[config.mk]
export PLATFORM = sky130hd
export DESIGN_NAME = mem_principal_resp
export DESIGN_NICKNAME = d
export VERILOG_FILES = /design/src/rtl/mem_principal_resp.sv
export SDC_FILE = /design/constraint.sdc
export NUM_CORES = 1
export LEC_CHECK = 0
export ABC_AREA = 1
export CAP_MARGIN = 10
export CORE_ASPECT_RATIO = 1.5
export CORE_MARGIN = 3
export CORE_UTILIZATION = 55
export DETAILED_ROUTE_END_ITERATION = 12
export PLACE_DENSITY = 0.71
export SYNTH_ARGS = -nofsm -noshare
export SYNTH_HDL_FRONTEND = slang
export SYNTH_SLANG_ARGS = --single-unit
[constraint.sdc]
create_clock -name clock -period 2.5 [get_ports clock]
set_input_delay 0.5 -clock clock [delete_from_list [all_inputs] [get_ports clock]]
set_output_delay 0.5 -clock clock [all_outputs]
set_load 0.05 [all_outputs]
[src/rtl/mem_principal_resp.sv]
// Backing-memory responder for the 2-way set-associative cache.
// Serves line fills and dirty-victim write-backs over a four-phase req/ack link.
module mem_principal_resp #(
    parameter int ADDR_W   = 4,
    parameter int DATA_W   = 8,
    parameter int LATENCIA = 3
) (
    input  logic              clock,
    input  logic              reset,
    input  logic              req,
    input  logic [1:0]        op,
    input  logic [ADDR_W-1:0] end_leitura,
    input  logic [ADDR_W-1:0] end_escrita,
    input  logic [DATA_W-1:0] dado_escrita,
    output logic              ack,
    output logic [DATA_W-1:0] dado_leitura,
    output logic              ocupado,
    output logic              erro
);

    localparam int PROF  = 1 << ADDR_W;
    localparam int CNT_W = (LATENCIA < 1) ? 1 : $clog2(LATENCIA + 1);
    localparam logic [CNT_W-1:0] CNT_INI = CNT_W'(LATENCIA - 1);

    localparam logic [1:0] OP_LEITURA  = 2'b00;
    localparam logic [1:0] OP_ESCRITA  = 2'b01;
    localparam logic [1:0] OP_ESC_LEIT = 2'b10;
    localparam logic [1:0] OP_RESERV   = 2'b11;

    typedef enum logic [1:0] {
        OCIOSO,
        ESCRITA,
        LEITURA,
        AGUARDA_SOLTA
    } estado_t;

    estado_t estado, estado_d;

    logic [CNT_W-1:0]  cnt, cnt_d;
    logic [1:0]        op_q;
    logic [ADDR_W-1:0] el_q;
    logic [ADDR_W-1:0] ee_q;
    logic [DATA_W-1:0] de_q;
    logic              pend_erro, pend_erro_d;
    logic              ack_d;
    logic              erro_d;
    logic              ocupado_d;
    logic              captura;
    logic              grava;
    logic              le;

    logic [DATA_W-1:0] mem [PROF];

    // State register, captured transaction and memory array.
    always_ff @(posedge clock) begin
        if (reset) begin
            estado       <= OCIOSO;
            cnt          <= '0;
            op_q         <= '0;
            el_q         <= '0;
            ee_q         <= '0;
            de_q         <= '0;
            pend_erro    <= 1'b0;
            ack          <= 1'b0;
            erro         <= 1'b0;
            ocupado      <= 1'b0;
            dado_leitura <= '0;
            for (int i = 0; i < PROF; i++) begin
                mem[i] <= DATA_W'(i);
            end
        end else begin
            estado    <= estado_d;
            cnt       <= cnt_d;
            pend_erro <= pend_erro_d;
            ack       <= ack_d;
            erro      <= erro_d;
            ocupado   <= ocupado_d;
            if (captura) begin
                op_q <= op;
                el_q <= end_leitura;
                ee_q <= end_escrita;
                de_q <= dado_escrita;
            end
            if (grava) begin
                mem[ee_q] <= de_q;
            end
            if (le) begin
                dado_leitura <= mem[el_q];
            end
        end
    end

    // Next state and registered-output values.
    always_comb begin
        estado_d    = estado;
        cnt_d       = cnt;
        pend_erro_d = pend_erro;
        ack_d       = 1'b0;
        erro_d      = 1'b0;
        ocupado_d   = ocupado;
        captura     = 1'b0;
        grava       = 1'b0;
        le          = 1'b0;

        unique case (estado)
            OCIOSO: begin
                if (req) begin
                    captura   = 1'b1;
                    ocupado_d = 1'b1;
                    cnt_d     = CNT_INI;
                    unique case (op)
                        OP_LEITURA: estado_d = LEITURA;
                        OP_ESCRITA,
                        OP_ESC_LEIT: estado_d = ESCRITA;
                        OP_RESERV: begin
                            estado_d    = AGUARDA_SOLTA;
                            pend_erro_d = 1'b1;
                        end
                        default: estado_d = OCIOSO;
                    endcase
                end
            end

            ESCRITA: begin
                if (cnt == '0) begin
                    grava = 1'b1;
                    if (op_q == OP_ESC_LEIT) begin
                        estado_d = LEITURA;
                        cnt_d    = CNT_INI;
                    end else begin
                        estado_d  = AGUARDA_SOLTA;
                        ack_d     = 1'b1;
                        ocupado_d = 1'b0;
                    end
                end else begin
                    cnt_d = cnt - 1'b1;
                end
            end

            LEITURA: begin
                if (cnt == '0) begin
                    le        = 1'b1;
                    estado_d  = AGUARDA_SOLTA;
                    ack_d     = 1'b1;
                    ocupado_d = 1'b0;
                end else begin
                    cnt_d = cnt - 1'b1;
                end
            end

            AGUARDA_SOLTA: begin
                // Reserved op answers here, one cycle after accept.
                if (pend_erro) begin
                    pend_erro_d = 1'b0;
                    ack_d       = 1'b1;
                    erro_d      = 1'b1;
                    ocupado_d   = 1'b0;
                end else if (!req) begin
                    estado_d = OCIOSO;
                end
            end

            default: estado_d = OCIOSO;
        endcase
    end

endmodule

# == Yosys cells after proc, flatten, opt, wreduce, memory -nomap -nowiden ==
# Memories as Yosys holds them, arrays and structs flattened. A register that Yosys moved wholly into a read port is not among the register bits.
# Cells that the tools add are included.
# op_classes
reduce_logical,12
muxes,39
eq_ne,17
bitwise_logic,1
n_addsub,1
# op_table
cell,n
$mux 1,22
$mux 2,9
$ne 2x2->1 const B,8
$pmux 2 s3,2
$eq 2x2->1 const B,5
$reduce_and 5->1,2
$mux 8,1
$pmux 2 s4,1
$reduce_or 8->1,1
$logic_not 2->1,3
$eq 2x1->1 const B,2
$mux 4,1
$pmux 1 s4,1
$reduce_and 4->1,1
$reduce_or 2->1,2
$ne 3x3->1 const B,1
$pmux 1 s3,1
$reduce_and 3->1,1
$reduce_bool 3->1,1
$ne 2x1->1 const B,1
$pmux 1 s2,1
$reduce_bool 2->1,1
$sub 2x1->2 const B,1
$not 1->1,1
# word_totals
wordCells,81
inputBits,21
ff_bits,26
mem_bits_rw,128
output_inout_bits,11
mem_count,1
# memory_table
memory,depth,width,read_ports,rd_ports_with_merged_regs,wr,line,rtl
mem,16,8,1,1,16,52,logic [DATA_W-1:0] mem [PROF];

# == Logic depth before layout (Yosys ltp) ==
# logic_depth
depth_word,8
depth_mapped,11
depth_no_buf,9

# == Worst setup path before layout ==
# OpenSTA, ideal clock, no wires.
# synth_timing
path_kind,register -> register
from,reg estado[1]
to,"mem mem[5][0], enable pin"
path_stages_with_launch,9
arrival_time_ps,1420
slack_ps,751
n_path_buf,0
period_less_slack_ps,1749
setup_time_ps,329
required_ps,2171
path_cell_list,dfxtp_1 -> inv_1 -> ha_1 -> nand3_1 -> inv_2 -> nand3_2 -> nor2_1 -> inv_2 -> nand2_1
# synth_lines
element,line,rtl
start: declaration,37,"estado_t estado, estado_d;"
start signal: assignment,72,estado <= estado_d;
end: declaration,52,

==> results.json <==
{
  "cp_slowest_stage_delay_ns": 0.34,
  "synth_top_area_frac": 0.518,
  "min_period_ns": 2.15,
  "power.leakage_nw": 3.14,
  "hold_ws_ns": 0.488,
  "seq_area_um2": 4530,
  "finalHoldViolations": 0,
  "peakVddDrop_mv": 0.739,
  "multi_input_area_um2": 2420,
  "tns_ns": 0,
  "cts.sinks": 162,
  "core_area_um2": 13100,
  "num_antenna_cells": 0,
  "synth.avg_cell_area_um2": 9.18,
  "die-area_um2": 15000,
  "drv_slew": 0,
  "holdPathEnd": "op_q[0]",
  "numPortBuffers": 31,
  "cts-htree-levels": 4,
  "ys_seq_area_frac": 0.609,
  "fillerInstances": 1048,
  "ctsResizeCount": 0,
  "critPathSlowestCell": "dfxtp_1",
  "grt_pass1_wl_mm": 28.4,
  "via_per_inst": 5.63,
  "grtUsageTotal": 0.254,
  "clock_latency_ns": 0.43,
  "grt_pass1_vias": 5607,
  "place.gp.congestion": 0.939,
  "crit_top_cell": "inv_2",
  "synth.lib_cells_used.distinct": 20,
  "startpoint_type": "flip-flop",
  "powerDensity_nw_per_um2": 981,
  "die_h_um": 148,
  "grt_max_degree": 65,
  "cts_buffer_depth": 2,
  "firstDrtPassIters": 5,
  "syn_to_final_growth_pct": 12.7,
  "placed_cells": 970,
  "post-route-period-util": 0.860,
  "final_util": 0.640,
  "crit_fanout": 8,
  "ys_ff_latch": 162,
  "ioPinCount": 32,
  "synth_area_leader_cell": "edfxtp_1",
  "synthCells": 809,
  "final_layout_size_suffix_gt1_frac": 0.0925,
  "netlist_area_um2": 7420,
  "drt-total-wl_mm": 18.0,
  "max_freq_mhz": 465,
  "synth_area_leaders": "edfxtp_1 (52%), nand2_1 (12%), dfxtp_1 (9.2%)",
  "hp-class": "reg2reg",
  "drc": 0,
  "cts_tree": "done",
  "layoutNonFillerInstCount": 1002,
  "clkTransAtPathRegs_ns": 0.07,
  "post_drt_wl_per_cell_um": 18.0,
  "setup_viol": 0,
  "setup.worst_path.class": "reg2reg",
  "cts.hold.buffers_added": 0,
  "postCtsSetupBuffers": 0,
  "min_from": "op_q[0]",
  "ant_nets": 0,
  "via_count": 5644,
  "ys_warn_count": 0,
  "final_nets": 863,
  "rsz0062_at_grt": "no",
  "cp_data_arrival_time_ns": 2.24,
  "die_w_um": 101,
  "crit_chain": "inv_1, ha_1, nand3_1, inv_2, nand3_2, nor2_1, inv_2, nand2_1",
  "maxCapViolCount": 0,
  "crit-reg2reg-launch": "estado[1]",
  "r2r_end": "mem[2][2]",
  "cts_root_buf": "clkbuf_16",
  "grt_antenna_before_repair": 0,
  "required_ns": 2.60,
  "drtIter0Drc": 409,
  "row_count": 51,
  "ff2ff_path_depth": 8,
  "maxSlewHeadroom": 0.445,
  "rrSetupSlack_ns": 0.35,
  "worst_pin_slew_ns": 0.827,
  "hold-path-cell-count": 2,
  "worst_setup_path_end_kind": "flip-flop",
  "hpwl_mm": 12.1,
  "synth_nets": 842,
  "finClkSkew_ns": 0.00934,
  "status": "completed",
  "initial_utilization": 0.567,
  "grt_overflow": 0,
  "cts_buffers": 17
}
power by group:
| part | internal (mW) | switching, mW |
|---|---|---|
| clock network | 1.42 | 1.16 |
| logic | 0.637 | 1.70 |
| registers | 3.14 | 0.140 |
state kept, by name (all words and copies together), names as in the netlist:
register,flops
ack,1
cnt,2
dado_leitura,8
de_q,8
ee_q,4
el_q,4
erro,1
estado,2
mem,128
ocupado,1
op_q,2
pend_erro,1
kinds of logic after synthesis:
family,synth area share
AND/OR/NAND/NOR,0.268
AO/OA/AOI/OAI,0.0374
buffers and inverters,0.0647
adder cells (fa/ha/maj),0.0202
flip-flops,0.609
metrics by stage:
stage                     instance area, µm²  setup slack (ns)  total power [mW]
after floorplan                         7420             0.751              4.99
after global placement                  7770             0.181              5.60
after detailed placement                7770             0.123              5.65
after CTS                               8370             0.325              8.21
after global routing                    8370             0.194              8.61
final                                   8370             0.350              8.21
area by class of cell:
cell class              instances  share of cell area
clock buffers                  17              0.0508
clock inverters                15              0.0202
inverters                      56              0.0251
multi-input cells             549               0.289
flip-flops and latches        162               0.541
well taps                     159              0.0238
repair buffers                 44              0.0502
critical path, delay by kind of cell, from the launching register on:
kind,cells,cell delay [ns]
buf+inv,3,0.39
flops,1,0.34
fa+ha+maj,1,0.25
simple gates,4,0.84
worst max-delay path by stage:
stage / start / end / slack, ns / cells past startpoint
2_1_floorplan: estado[1] / mem[5][0] / 0.75 / 8
4_1_cts: estado[1] / mem[2][2] / 0.32 / 8
3_5_place_dp: reset / mem[12][3] / 0.12 / 8
6_report: estado[1] / mem[2][2] / 0.35 / 8
3_3_place_gp: reset / mem[2][4] / 0.18 / 8
5_1_grt: estado[1] / mem[12][6] / 0.19 / 8
placed cells by master (no fill, tap or decap), drive strengths merged:
master / count
o21ai: 27
clkbuf: 17
nor2: 140
a221oi: 1
nor3: 1
inv: 54
buf: 13
nand2: 233
a21oi: 22
a21boi: 2
dfxtp: 34
a311oi: 1
clkinvlp: 3
ha: 12
clkdlybuf4s50: 31
edfxtp: 128
nand3: 110
bufinv: 1
clkinv: 13
per-layer routing:
layer / up-vias / GRT usage / share of wire
met5: - / 0 / 0
met4: 0 / 0.126 / 0.039
met3: 52 / 0.0483 / 0.062
met2: 243 / 0.440 / 0.53
met1: 2648 / 0.299 / 0.37
li1: 2701 / - / -
cell usage after synthesis, drive strengths merged:
library cell / count
nand2: 233
edfxtp: 128
inv: 46
a311oi: 1
nand3: 110
a221oi: 1
clkbuf: 17
ha: 12
nor2: 140
buf: 25
a21oi: 22
clkinv: 10
o21ai: 27
nor3: 1
dfxtp: 34
a21boi: 2
Note: power is estimated with default switching activity, not from simulation.
